### src/rtl/lite_poll_pkg.sv
// Shared encodings for the AXI4-Lite DMA status poller: FSM states,
// DMASR bit positions and the OKAY response code.
package lite_poll_pkg;

    typedef enum logic [6:0] {
        ST_IDLE = 7'b000_0001,
        ST_SEL  = 7'b000_0010,
        ST_ADDR = 7'b000_0100,
        ST_DATA = 7'b000_1000,
        ST_EVAL = 7'b001_0000,
        ST_GAP  = 7'b010_0000,
        ST_DONE = 7'b100_0000
    } lite_poll_state_e;

    localparam int STS_HALTED = 0;
    localparam int STS_IDLE   = 1;
    localparam int STS_ERR_LO = 4;
    localparam int STS_ERR_HI = 6;
    localparam int STS_IOC    = 12;

    localparam logic [1:0] RESP_OKAY = 2'b00;

endpackage

### src/rtl/lite_poll_ch_sel.sv
// Find-first-set over the pending-channel mask, skipping bits below i_lb.
module lite_poll_ch_sel #(
    parameter int NUM_CH = 2,
    parameter int IDX_W  = 1,
    parameter int LB_W   = 2
) (
    input  logic [NUM_CH-1:0] i_pend,
    input  logic [LB_W-1:0]   i_lb,
    output logic [IDX_W-1:0]  o_idx,
    output logic              o_vld
);

    // Scan from the top so the last hit wins, leaving the lowest eligible bit.
    always_comb begin
        o_idx = '0;
        o_vld = 1'b0;
        for (int i = NUM_CH - 1; i >= 0; i--) begin
            if (i_pend[i] && (i >= int'(i_lb))) begin
                o_idx = IDX_W'(i);
                o_vld = 1'b1;
            end
        end
    end

endmodule

### src/rtl/lite_status_poller.sv
// Round-robin AXI4-Lite poller of per-channel DMA status registers with poll gap and watchdog.
// Optional feature macro POLL_IOC_EN: IOC_Irq (bit 12) also settles a channel and is reported on ch_ioc.
module lite_status_poller
    import lite_poll_pkg::*;
#(
    parameter int ADDR_W    = 10,
    parameter int DATA_W    = 32,
    parameter int NUM_CH    = 2,
    parameter int BASE_OFS  = 'h04,
    parameter int CH_STRIDE = 'h30,
    parameter int POLL_GAP  = 16,
    parameter int TIMEOUT   = 255
) (
    input  logic              clk,
    input  logic              rst,
    input  logic              start,
    input  logic [NUM_CH-1:0] ch_mask,
    output logic [ADDR_W-1:0] m_axi_lite_araddr,
    output logic              m_axi_lite_arvalid,
    input  logic              m_axi_lite_arready,
    input  logic [DATA_W-1:0] m_axi_lite_rdata,
    input  logic [1:0]        m_axi_lite_rresp,
    input  logic              m_axi_lite_rvalid,
    output logic              m_axi_lite_rready,
    output logic              busy,
    output logic              done,
    output logic [NUM_CH-1:0] ch_idle,
    output logic [NUM_CH-1:0] ch_halted,
    output logic [NUM_CH-1:0] ch_err,
`ifdef POLL_IOC_EN
    output logic [NUM_CH-1:0] ch_ioc,
`endif
    output logic              timeout,
    output lite_poll_state_e  dbg_state
);

    localparam int IDX_W = (NUM_CH > 1) ? $clog2(NUM_CH) : 1;
    localparam int LB_W  = $clog2(NUM_CH + 1);
    localparam int WD_W  = $clog2(TIMEOUT + 1);
    localparam int GAP_W = $clog2(POLL_GAP + 1);

    lite_poll_state_e  r_state, w_state_nxt;
    logic [NUM_CH-1:0] r_pend, w_pend_eval;
    logic [LB_W-1:0]   r_lb;
    logic [IDX_W-1:0]  r_idx, w_sel_idx;
    logic              w_sel_vld;
    logic [ADDR_W-1:0] r_araddr;
    logic              r_st_halted, r_st_idle, r_st_err;
    logic [NUM_CH-1:0] r_ch_idle, r_ch_halted, r_ch_err;
    logic [WD_W-1:0]   r_wd_cnt;
    logic [GAP_W-1:0]  r_gap_cnt;
    logic              r_timeout;
    logic              w_start_acc, w_ar_hs, w_r_hs, w_settled, w_above;
    logic              w_unused_rdata;
`ifdef POLL_IOC_EN
    logic              r_st_ioc;
    logic [NUM_CH-1:0] r_ch_ioc;
`endif

    assign w_unused_rdata = ^m_axi_lite_rdata;
    assign w_start_acc    = (r_state == ST_IDLE) && start;
    // A beat transfers on a rising edge where valid and ready are both high;
    // arvalid/araddr stay fixed until arready, and rready is only raised after the AR beat.
    assign w_ar_hs        = (r_state == ST_ADDR) && m_axi_lite_arready;
    assign w_r_hs         = (r_state == ST_DATA) && m_axi_lite_rvalid;

`ifdef POLL_IOC_EN
    assign w_settled = r_st_halted | r_st_idle | r_st_err | r_st_ioc;
`else
    assign w_settled = r_st_halted | r_st_idle | r_st_err;
`endif

    lite_poll_ch_sel #(
        .NUM_CH (NUM_CH),
        .IDX_W  (IDX_W),
        .LB_W   (LB_W)
    ) u_ch_sel (
        .i_pend (r_pend),
        .i_lb   (r_lb),
        .o_idx  (w_sel_idx),
        .o_vld  (w_sel_vld)
    );

    always_comb begin
        w_pend_eval = r_pend;
        if (w_settled) w_pend_eval[r_idx] = 1'b0;
        w_above = 1'b0;
        for (int i = 0; i < NUM_CH; i++) begin
            if (w_pend_eval[i] && (i > int'(r_idx))) w_above = 1'b1;
        end
    end

    always_ff @(posedge clk or posedge rst) begin
        if (rst) r_state <= ST_IDLE;
        else     r_state <= w_state_nxt;
    end

    always_comb begin
        w_state_nxt        = r_state;
        m_axi_lite_arvalid = 1'b0;
        m_axi_lite_rready  = 1'b0;
        busy               = 1'b1;
        done               = 1'b0;
        unique case (r_state)
            ST_IDLE: begin
                busy = 1'b0;
                if (start) w_state_nxt = (ch_mask == '0) ? ST_DONE : ST_SEL;
            end
            ST_SEL:  w_state_nxt = w_sel_vld ? ST_ADDR : ST_DONE;
            ST_ADDR: begin
                m_axi_lite_arvalid = 1'b1;
                if (m_axi_lite_arready) w_state_nxt = ST_DATA;
            end
            ST_DATA: begin
                m_axi_lite_rready = 1'b1;
                if (m_axi_lite_rvalid) w_state_nxt = ST_EVAL;
            end
            // Fully settled goes back through SEL, which then finds nothing and finishes.
            ST_EVAL: w_state_nxt = (w_above || (w_pend_eval == '0)) ? ST_SEL : ST_GAP;
            ST_GAP:  if (r_gap_cnt == GAP_W'(POLL_GAP - 1)) w_state_nxt = ST_SEL;
            ST_DONE: begin
                busy        = 1'b0;
                done        = 1'b1;
                w_state_nxt = ST_IDLE;
            end
            default: begin
                busy        = 1'b0;
                w_state_nxt = ST_IDLE;
            end
        endcase
    end

    always_ff @(posedge clk or posedge rst) begin
        if (rst) begin
            r_pend      <= '0;
            r_lb        <= '0;
            r_idx       <= '0;
            r_araddr    <= '0;
            r_st_halted <= 1'b0;
            r_st_idle   <= 1'b0;
            r_st_err    <= 1'b0;
            r_ch_idle   <= '0;
            r_ch_halted <= '0;
            r_ch_err    <= '0;
`ifdef POLL_IOC_EN
            r_st_ioc    <= 1'b0;
            r_ch_ioc    <= '0;
`endif
        end else begin
            case (r_state)
                ST_IDLE: if (start) begin
                    r_pend      <= ch_mask;
                    r_lb        <= '0;
                    r_ch_idle   <= '0;
                    r_ch_halted <= '0;
                    r_ch_err    <= '0;
`ifdef POLL_IOC_EN
                    r_ch_ioc    <= '0;
`endif
                end
                ST_SEL: if (w_sel_vld) begin
                    r_idx    <= w_sel_idx;
                    r_araddr <= ADDR_W'(BASE_OFS + int'(w_sel_idx) * CH_STRIDE);
                end
                ST_DATA: if (m_axi_lite_rvalid) begin
                    r_st_halted <= m_axi_lite_rdata[STS_HALTED];
                    r_st_idle   <= m_axi_lite_rdata[STS_IDLE];
                    r_st_err    <= (|m_axi_lite_rdata[STS_ERR_HI:STS_ERR_LO]) ||
                                   (m_axi_lite_rresp != RESP_OKAY);
`ifdef POLL_IOC_EN
                    r_st_ioc    <= m_axi_lite_rdata[STS_IOC];
`endif
                end
                ST_EVAL: begin
                    r_ch_halted[r_idx] <= r_st_halted;
                    r_ch_idle[r_idx]   <= r_st_idle;
                    r_ch_err[r_idx]    <= r_st_err;
`ifdef POLL_IOC_EN
                    r_ch_ioc[r_idx]    <= r_st_ioc;
`endif
                    r_pend <= w_pend_eval;
                    r_lb   <= LB_W'(r_idx) + LB_W'(1);
                end
                ST_GAP:  r_lb <= '0;
                default: ;
            endcase
        end
    end

    // Watchdog only reports; the FSM keeps waiting for the slave.
    always_ff @(posedge clk or posedge rst) begin
        if (rst) begin
            r_wd_cnt  <= '0;
            r_timeout <= 1'b0;
        end else begin
            if (w_start_acc) r_timeout <= 1'b0;
            if ((r_state == ST_ADDR) || (r_state == ST_DATA)) begin
                if (w_ar_hs || w_r_hs) begin
                    r_wd_cnt <= '0;
                end else begin
                    if (r_wd_cnt != WD_W'(TIMEOUT)) r_wd_cnt <= r_wd_cnt + WD_W'(1);
                    if (r_wd_cnt == WD_W'(TIMEOUT - 1)) r_timeout <= 1'b1;
                end
            end else begin
                r_wd_cnt <= '0;
            end
        end
    end

    always_ff @(posedge clk or posedge rst) begin
        if (rst)                   r_gap_cnt <= '0;
        else if (r_state == ST_GAP) r_gap_cnt <= r_gap_cnt + GAP_W'(1);
        else                       r_gap_cnt <= '0;
    end

    assign m_axi_lite_araddr = r_araddr;
    assign ch_idle           = r_ch_idle;
    assign ch_halted         = r_ch_halted;
    assign ch_err            = r_ch_err;
`ifdef POLL_IOC_EN
    assign ch_ioc            = r_ch_ioc;
`endif
    assign timeout           = r_timeout;
    assign dbg_state         = r_state;

endmodule

### config.mk
export PLATFORM = sky130hd
export DESIGN_NAME = lite_status_poller
export DESIGN_NICKNAME = d
export VERILOG_FILES = /design/src/rtl/lite_poll_pkg.sv /design/src/rtl/lite_poll_ch_sel.sv /design/src/rtl/lite_status_poller.sv
export SDC_FILE = /design/constraint.sdc
export NUM_CORES = 1
export LEC_CHECK = 0
export CAP_MARGIN = 20
export CORE_MARGIN = 2
export CORE_UTILIZATION = 47
export CTS_BUF_LIST = sky130_fd_sc_hd__clkbuf_4 sky130_fd_sc_hd__clkbuf_8
export DETAILED_ROUTE_END_ITERATION = 10
export GPL_TIMING_DRIVEN = 0
export PLACE_DENSITY = 0.82
export SYNTH_ARGS = -nofsm -noshare
export SYNTH_HDL_FRONTEND = slang
export SYNTH_SLANG_ARGS = --single-unit
### constraint.sdc
create_clock -name clk -period 2.15 [get_ports clk]
set_input_delay 0.215 -clock clk [delete_from_list [all_inputs] [get_ports clk]]
set_output_delay 0.215 -clock clk [all_outputs]
set_load 0.03 [all_outputs]
==> metrics, run 1 <==
status completed; Ports just under 70; multi-input logic area slightly below 0.001 mm²; nets 296; first-pass GRT wire length 7603 µm; final worst path period share 98.31%; Crit. Startpoint dbg_state[5]; reg2reg end r_st_err; die footprint between 0.004 and 0.005 mm²; Seq. cell area about 900 µm²; gr usage total around 20%; hold buffers post-CTS 0; initial antenna violation count 0; area grow syn2layout 28.86%; Layout fillers around 330; total number of vias about 1,700; Initial Utilization 49.37%; DP HPWL ~3200 µm; CTS tree done; Synth Warn # 0; Max Slew Vio Count 0; top cells by area in the synthesized netlist dfrtp_1 44%, nor2_1 3.6%, buf_4 3.4%, mux2_2 2.8%, a22o_1 2.6%; Clock Latency Late Sink around 0.29 ns; Clock transition at path regs roughly 0.070 ns; Placement Setup Slack -0.5297 ns; final hold vios 0; post-synthesis sequential area ratio a little under half; Max Freq ~470 MHz; synth unique cells ~50; FF-to-FF Start dbg_state[5]; H-Tree Depth 2; Root Buffer clkbuf_8; ANT cells 0; final setup margin between 0.03 and 0.04 ns; number of global-route vias before repair 1,643; r2r setup slk between 0.15 and 0.2 ns; syn avg cell area 9.868 µm²; top-count cell post-synth dfrtp_1; # rows 23; most frequent cells after synthesis 35 x dfrtp_1, 19 x nor2_1, 10 x inv_1, 9 x buf_4, 8 x nand2_1; Critical Path AT ~1.9 ns; DRC Markers 0; layout cells sized above 1 about a fifth; largest net degree at the start of global routing 23; CTS Buf Count 5; Core ar. about 0.004 mm²; post-synthesis async set-or-reset flop share 100.0%; final WL around 4400 µm; Max-Cap Viols 0; critical path class reg2out; #FFs+latches synth 36; Post-DRT Antenna Nets 0; global placer's final weighted congestion 0.8764; synthesized instance count 203; Power Total 2.484 mW; Worst Path Required 1.93 ns; Power Density slightly below 1000 mW/mm²; DR iter-0 viols ~160; Slew HR 57.43%; Post-Syn Area around 0.002 mm²; Via density approximately 5.8; worst reg2reg path depth 6; # setup viols final 0; crit path launch type flop; top_reg_cell synth dfrtp_1; Post-synth EDFFs 0; Critical Path End m_axi_lite_rready; post-synth top area cell dfrtp_1; Worst Hold Class in2async; leakage power 1.134 nW; wire length per cell between 10 and 15 µm; Worst Skew ~0.011 ns; Tmin final 2.114 ns; Die X just under 70 µm; Vert. Die Dim roughly 69 µm; post-synth top area share 43.72%; input/output buffers 33; GRT overflow 0; Slew @ Worst Pin 0.6379 ns; clk sink count 36; final core occ 63.61%; CP Capture Type primary output; maximum buffer depth of the clock tree 2; DR pass1 iterations 4; VDD IR-drop max ~0.00044 V; Max FO, Critical Path 9; unrepaired setup endpoints after global routing yes
==> critical path, cell delays in order (launching register included) <==
cell and delay, ns:
dfrtp_2 0.48, or4_4 0.57, nor2_4 0.16, nand3b_1 0.16
inv_2 0.11, buf_6 0.13
==> kinds of logic (layout without fill, tap and decap cells) <==
kind of cell / Yosys count / after routing / share of synthesized area [%]
AOI/OAI and AO/OA: 41 / 41 / 14.99
xor gates and xnor gates: 8 / 8 / 3.498
adders and majority gates: 4 / 4 / 2.499
buffers and inverters: 31 / 74 / 8.369
DFF: 36 / 36 / 45.03
muxes: 10 / 10 / 5.309
other: 1 / 7 / 0.1872
and+or+nand+nor: 72 / 72 / 20.11
==> per-stage QoR <==
step	hold WS (ns)	area [µm²]	instances	TNS [ns]
4_1_cts	0.3248	2554	301	-0.02587
3_5_place_dp	0.4498	2457	293	-0.9073
2_1_floorplan	0.3227	2037	209	0
6_report	0.3087	2581	302	0
5_1_grt	0.3721	2581	302	-0.02812
3_3_place_gp	0.4472	2430	292	-0.8243
==> what timing repair did <==
action,in CTS,in global routing
setup buffers,1,2
setup endpoints to repair,4,5
pin swaps,2,3
resized for setup,24,9
endpoints found under the hold margin,0,0
cloned,0,0
==> layer usage <==
layer	vias up	track usage [%]	wire, µm
li1	818	-	-
met3	11	5.087	278
met2	70	29.81	2138
met1	842	26.75	1913
met5	-	0	0
met4	0	7.190	116
==> worst min-delay path by stage <==
stage,slack [ns],endpoint,start,depth (start not counted)
after floorplan,0.32,dbg_state[2],m_axi_lite_arready,1
after detailed placement,0.45,r_gap_cnt[0],r_gap_cnt[0],1
after global placement,0.45,r_gap_cnt[0],r_gap_cnt[0],1
after CTS,0.32,r_gap_cnt[0],rst,2
after global routing,0.37,r_gap_cnt[0],rst,2
final,0.31,r_gap_cnt[0],rst,2
==> registers in the layout (all words and copies together) (netlist names) <==
signal,cells
r_wd_cnt,8
dbg_state,7
r_st_halted,1
ch_halted,2
timeout,1
r_st_err,1
ch_err,2
ch_idle,2
r_st_idle,1
r_lb,2
m_axi_lite_araddr,2
r_pend,2
r_gap_cnt,5
==> placed cells by master (no fill, tap or decap), drive strengths merged, types with 4 or more instances in the layout <==
cell type,Yosys,final
buf,13,20
nor2,21,21
a21oi,7,7
mux2i,5,5
conb,1,7
nor3,5,5
o31ai,4,4
o21ai,6,6
clkdlybuf4s50,0,29
nand3,6,6
a211oi,4,4
inv,11,11
nand2,9,9
xnor2,5,5
ha,4,4
nor4,6,6
or4,5,5
dfrtp,35,35
a22o,6,6
mux2,5,5
clkbuf,7,10
==> area by class of cell <==
cell class              count  share of cell area [%]
multi-input cells         142                   38.29
flip-flops and latches     36                   35.05
repair buffers             37                   14.64
plain buffers              18                   4.605
clock buffers               5                   2.666
well taps                  50                   2.424
inverters                  11                   1.600
clock inverters             3                  0.7271
==> power breakdown <==
group          total [mW]  switching, mW  internal, mW
clock               0.479          0.253         0.226
combinational        1.11          0.623         0.489
sequential          0.894          0.124         0.770
Note: power is estimated with default switching activity, not from simulation.
==> run 2: changes to the inputs <==
--- a/config.mk
+++ b/config.mk
@@ -12,6 +12,7 @@
 export DETAILED_ROUTE_END_ITERATION = 10
 export GPL_TIMING_DRIVEN = 0
 export PLACE_DENSITY = 0.82
+export SLEW_MARGIN = 30
 export SYNTH_ARGS = -nofsm -noshare
 export SYNTH_HDL_FRONTEND = slang
 export SYNTH_SLANG_ARGS = --single-unit
==> run 2 against run 1 <==
Effect of this change: critical path depth stayed put; global-route usage down 1.4 points; first-iteration DRC count increased by 20%; largest cell class unchanged.
==> metrics, run 2 (same netlist as run 1, synthesis figures left out) <==
clk sink count 36; first-pass GRT wire length about 7100 µm; Critical Path Max Stage Delay between 0.5 and 0.6 ns; CTS tree done; final worst path period share approximately 97%; leakage power between 1 and 1.5 nW; # setup viols final 0; met1 usage between 20 and 25%; Final Instance Area around 0.0026 mm²; GRT overflow 0; final WL around 4300 µm; critical path class reg2out; DR iter-0 viols around 190; DR pass1 iterations 5; Placed Area around 0.0024 mm²; gr usage total roughly 18%; Vert. Die Dim ~69 µm; Slew @ Worst Pin ~0.73 ns; Crit. Startpoint dbg_state[5]; largest reg by FF count r_wd_cnt; Power Density just over 1000 mW/mm²; FF-to-FF Start dbg_state[2]; total number of vias between 1,500 and 2,000; VDD IR-drop max ~0.00054 V; die footprint a little under 0.005 mm²; H-Tree Depth 2; multi-input logic area 988.4 µm²; r2r setup slk between 0.15 and 0.2 ns; wire length per cell between 10 and 15 µm; Crit-path slowest cell or4_4; Post-DRT Antenna Nets 0; status completed; Worst Skew 0.01178 ns; met3 global-route usage about 4.5%; Core ar. just over 0.004 mm²; maximum buffer depth of the clock tree 2; busiest grt layer met2; Power Total around 2.6 mW; DRC Markers 0; Slew HR between 50% and 60%; Max-Cap Viols 0; Clock transition at path regs ~0.080 ns; Clock Latency Late Sink approximately 0.29 ns; DP HPWL about 3100 µm; hold buffers post-CTS 0; Worst Path Required ~1.9 ns; final hold vios 0; most frequent cells in the layout 34 x dfrtp_1, 29 x clkdlybuf4s50_1, 19 x nor2_1; input/output buffers 33; CP cell instances or4_4 > nor2_4 > nand3b_1 > inv_2 > buf_6; met2 Use GR between 20% and 30%; crit path launch type flop; TNS Setup 0 ns; # rows 23; Via density around 5.7; reg2reg end ch_err[1]; largest net degree at the start of global routing 37; Layout fillers 348; area grow syn2layout 28.29%; layout cells sized above 1 19.52%; Max Freq about 480 MHz; Critical Path End m_axi_lite_rready; ANT cells 0; Max FO, Critical Path 9; Critical Path AT ~1.9 ns; CP Capture Type primary output; number of global-route vias before repair between 1,500 and 2,000; Tmin final about 2.1 ns; Max Slew Vio Count 0; Die X 69.29 µm; nets between 200 and 300; worst reg2reg path depth 4; Ports 69; Initial Utilization between 40 and 50%; CTS Buf Count 5; max reg flops 8; Worst Hold Class in2async; commonest non-fill, non-tap cell in the layout dfrtp_1; Root Buffer clkbuf_8; Seq. cell area about 900 µm²; initial antenna violation count 0; global placer's final weighted congestion 0.8764
==> run 2: what timing repair did <==
item                                    CTS  global route
endpoints found under the setup margin    4             4
setup buffers                             1             2
pin swaps                                 1             4
resized for setup                        26             9
==> run 2: worst min path at each step <==
stage                          from                   end  slack (ns)  cells past startpoint
2_1_floorplan    m_axi_lite_arready          dbg_state[2]        0.32                      1
3_3_place_gp           r_gap_cnt[0]          r_gap_cnt[0]        0.45                      1
3_5_place_dp   m_axi_lite_araddr[2]  m_axi_lite_araddr[2]        0.45                      1
4_1_cts                       start          dbg_state[0]        0.39                      3
5_1_grt                       start          dbg_state[0]        0.41                      3
6_report                        rst              r_st_err        0.36                      2
==> run 2: layer usage <==
layer,wire length (µm),share of wire [%]
met1,1819,42
met2,2139,50
met3,260,6.0
met4,79,1.8
met5,0,0
==> run 2: layout make-up <==
| class | instances | area share, % |
|---|---|---|
| multi-input combinational | 142 | 38.46 |
| timing repair buffer | 36 | 13.39 |
| sequential | 36 | 35.15 |
| tap | 50 | 2.434 |
| inverter | 11 | 1.607 |
| buffer | 18 | 4.625 |
| clock buffer | 5 | 2.678 |
| clock inverter | 3 | 1.655 |
==> run 2: worst max-delay path: cells and delay by family (launching register included) <==
kind	cells	cell delay, ns
AND/OR/NAND/NOR	3	0.87
buffers and inverters	2	0.24
flip-flops	1	0.48
==> run 2: report_power, final <==
group,leakage [nW],switching (mW),internal [mW],total (mW)
Sequential,0.486,0.125,0.769,0.893
Clock,0.0541,0.250,0.343,0.593
Combinational,0.589,0.617,0.481,1.10
==> run 2: through the flow <==
stage	utilization, %	cells	worst slack [ns]	hold WS [ns]
4_1_cts	62.63	300	0.009299	0.3898
3_3_place_gp	59.88	292	-0.5151	0.4472
3_5_place_dp	59.88	292	-0.5260	0.4529
2_1_floorplan	-	209	0.06824	0.3227
5_1_grt	63.34	301	-0.008492	0.4126
6_report	63.34	301	0.05629	0.3602
==> run 3: changes to the inputs <==
--- a/config.mk
+++ b/config.mk
@@ -7,11 +7,10 @@
 export LEC_CHECK = 0
 export CAP_MARGIN = 20
 export CORE_MARGIN = 2
-export CORE_UTILIZATION = 47
-export CTS_BUF_LIST = sky130_fd_sc_hd__clkbuf_4 sky130_fd_sc_hd__clkbuf_8
+export CORE_UTILIZATION = 45
 export DETAILED_ROUTE_END_ITERATION = 10
 export GPL_TIMING_DRIVEN = 0
-export PLACE_DENSITY = 0.82
+export PLACE_DENSITY = 0.79
 export SLEW_MARGIN = 30
 export SYNTH_ARGS = -nofsm -noshare
 export SYNTH_HDL_FRONTEND = slang
==> run 3 against run 2 <==
Effect of this change: register-to-register slack about the same; critical path depth grew 1; sequential power about the same; final area is 0.34% higher; global-route usage is 0.16 points higher; largest power group unchanged; clock power hardly changed; via count down 0.53%; critical endpoint is now busy; cell count grew 1.0%.
==> metrics, run 3 (same netlist as run 1, synthesis figures left out) <==
area grow syn2layout 28.73%; # rows 24; CTS Buf Count 5; CTS tree done; commonest non-fill, non-tap cell in the layout dfrtp_1; GRT overflow 0; placed cell count ~290; Worst Path Required slightly below 2 ns; CP Capture Type primary output; Vert. Die Dim between 70 and 80 µm; # setup viols final 0; Clock transition at path regs ~0.070 ns; status completed; most frequent cells in the layout 35 x dfrtp_1, 29 x clkdlybuf4s50_1, 19 x nor2_1; Max Freq 478.1 MHz; nets slightly below 300; max reg flops 8; final hold vios 0; leakage power between 1 and 1.5 nW; total number of vias roughly 1,700; Critical Path Max Stage Delay 0.56 ns; Clock Latency Late Sink ~0.3 ns; final worst path period share roughly 97%; wire length per cell around 15 µm; Crit-path slowest cell or4_4; Post-Layout Cell Count approximately 300; clk sink count 36; Tmin final 2.092 ns; Via density about 5.6; largest reg by FF count r_wd_cnt; largest net degree at the start of global routing 37; CP cell instances buf_6 > or4_4 > nor2_4 > a21oi_2 > o31ai_2 > buf_4; Slew @ Worst Pin between 0.7 and 0.8 ns; Placement Setup Slack -0.5226 ns; input/output buffers 33; VDD IR-drop max approximately 0.00053 V; DP HPWL 3121 µm; DR iter-0 viols ~120; TNS Setup 0 ns; first-pass GRT wire length a little over 7000 µm; critical path class reg2out; layout cells sized above 1 about a fifth; DR pass1 iterations 4; Max FO, Critical Path 10; Critical Path AT ~1.9 ns; Die X slightly above 70 µm; Root Buffer clkbuf_8; final WL approximately 4400 µm; global placer's final weighted congestion around 0.87; initial antenna violation count 0; multi-input logic area about 1000 µm²; H-Tree Depth 2; die footprint about 0.0050 mm²; Power Density 1003 mW/mm²; Ports between 60 and 70; final setup margin roughly 0.058 ns; Seq. cell area 902.1 µm²; hold buffers post-CTS 0; Slew HR about half; DRC Markers 0; Initial Utilization 46.33%; Power Total between 2 and 3 mW; Worst Skew just under 0.008 ns; Max Slew Vio Count 0; Post-DRT Antenna Nets 0; number of global-route vias before repair around 1,600; Worst Hold Class in2async; maximum buffer depth of the clock tree 2; Layout fillers 403; crit path launch type flop; hold slack between 0.3 and 0.4 ns; Core ar. ~0.0043 mm²; ANT cells 0; gr usage total 18.25%; unrepaired setup endpoints after global routing yes; Max-Cap Viols 0
-- run 3: worst max-delay path, delay by kind of cell (launching register included) --
kind | cells | cell delay [ns]
compound gates | 2 | 0.16
simple gates | 2 | 0.69
flops | 1 | 0.39
buf+inv | 2 | 0.34
-- run 3: area by class of cell --
type	count	share of cell area [%]
Tap cell	52	2.523
Buffer	19	4.901
Timing Repair Buffer	36	13.34
Multi-Input combinational cell	142	38.33
Inverter	11	1.601
Clock inverter	3	1.650
Sequential cell	36	34.98
Clock buffer	5	2.669
-- run 3: through the flow --
step                      utilization [%]  instance area, µm²
after global routing                59.64                2579
after detailed placement            56.25                2432
after CTS                           59.17                2559
after floorplan                         -                2037
final                               59.64                2579
after global placement              56.25                2432
-- run 3: final timing paths --
check                      cells past startpoint  slack [ns]                  from                   end
min                                            2        0.36                   rst          r_gap_cnt[2]
max reg2reg                                    4        0.18          dbg_state[2]            ch_idle[1]
min in group clk                               3        0.38                 start          dbg_state[0]
max                                            6        0.06          dbg_state[4]                  busy
max in group asynchronous                      2        1.31                   rst  m_axi_lite_araddr[2]
min reg2reg                                    1        0.47  m_axi_lite_araddr[2]  m_axi_lite_araddr[2]
-- run 3: layer usage --
| metal | GRT usage, % | routed length [µm] | up-vias |
|---|---|---|---|
| met5 | 0 | 0 | - |
| met2 | 28.66 | 2167 | 50 |
| met4 | 9.644 | 116 | 0 |
| met1 | 23.12 | 1870 | 816 |
| met3 | 4.843 | 275 | 10 |
| li1 | - | - | 816 |
-- run 3: repair_timing --
| item | 4_1_cts | 5_1_grt |
|---|---|---|
| pin swaps | 1 | 2 |
| gates resized for setup | 26 | 9 |
| endpoints found under the setup margin | 4 | 5 |
| setup buffers | 1 | 2 |
| endpoints found under the hold margin | 0 | 0 |
-- run 3: report_power, final --
part | internal (mW) | total (mW) | switching, mW
registers | 0.769 | 0.891 | 0.122
clock network | 0.343 | 0.590 | 0.247
logic | 0.478 | 1.10 | 0.627
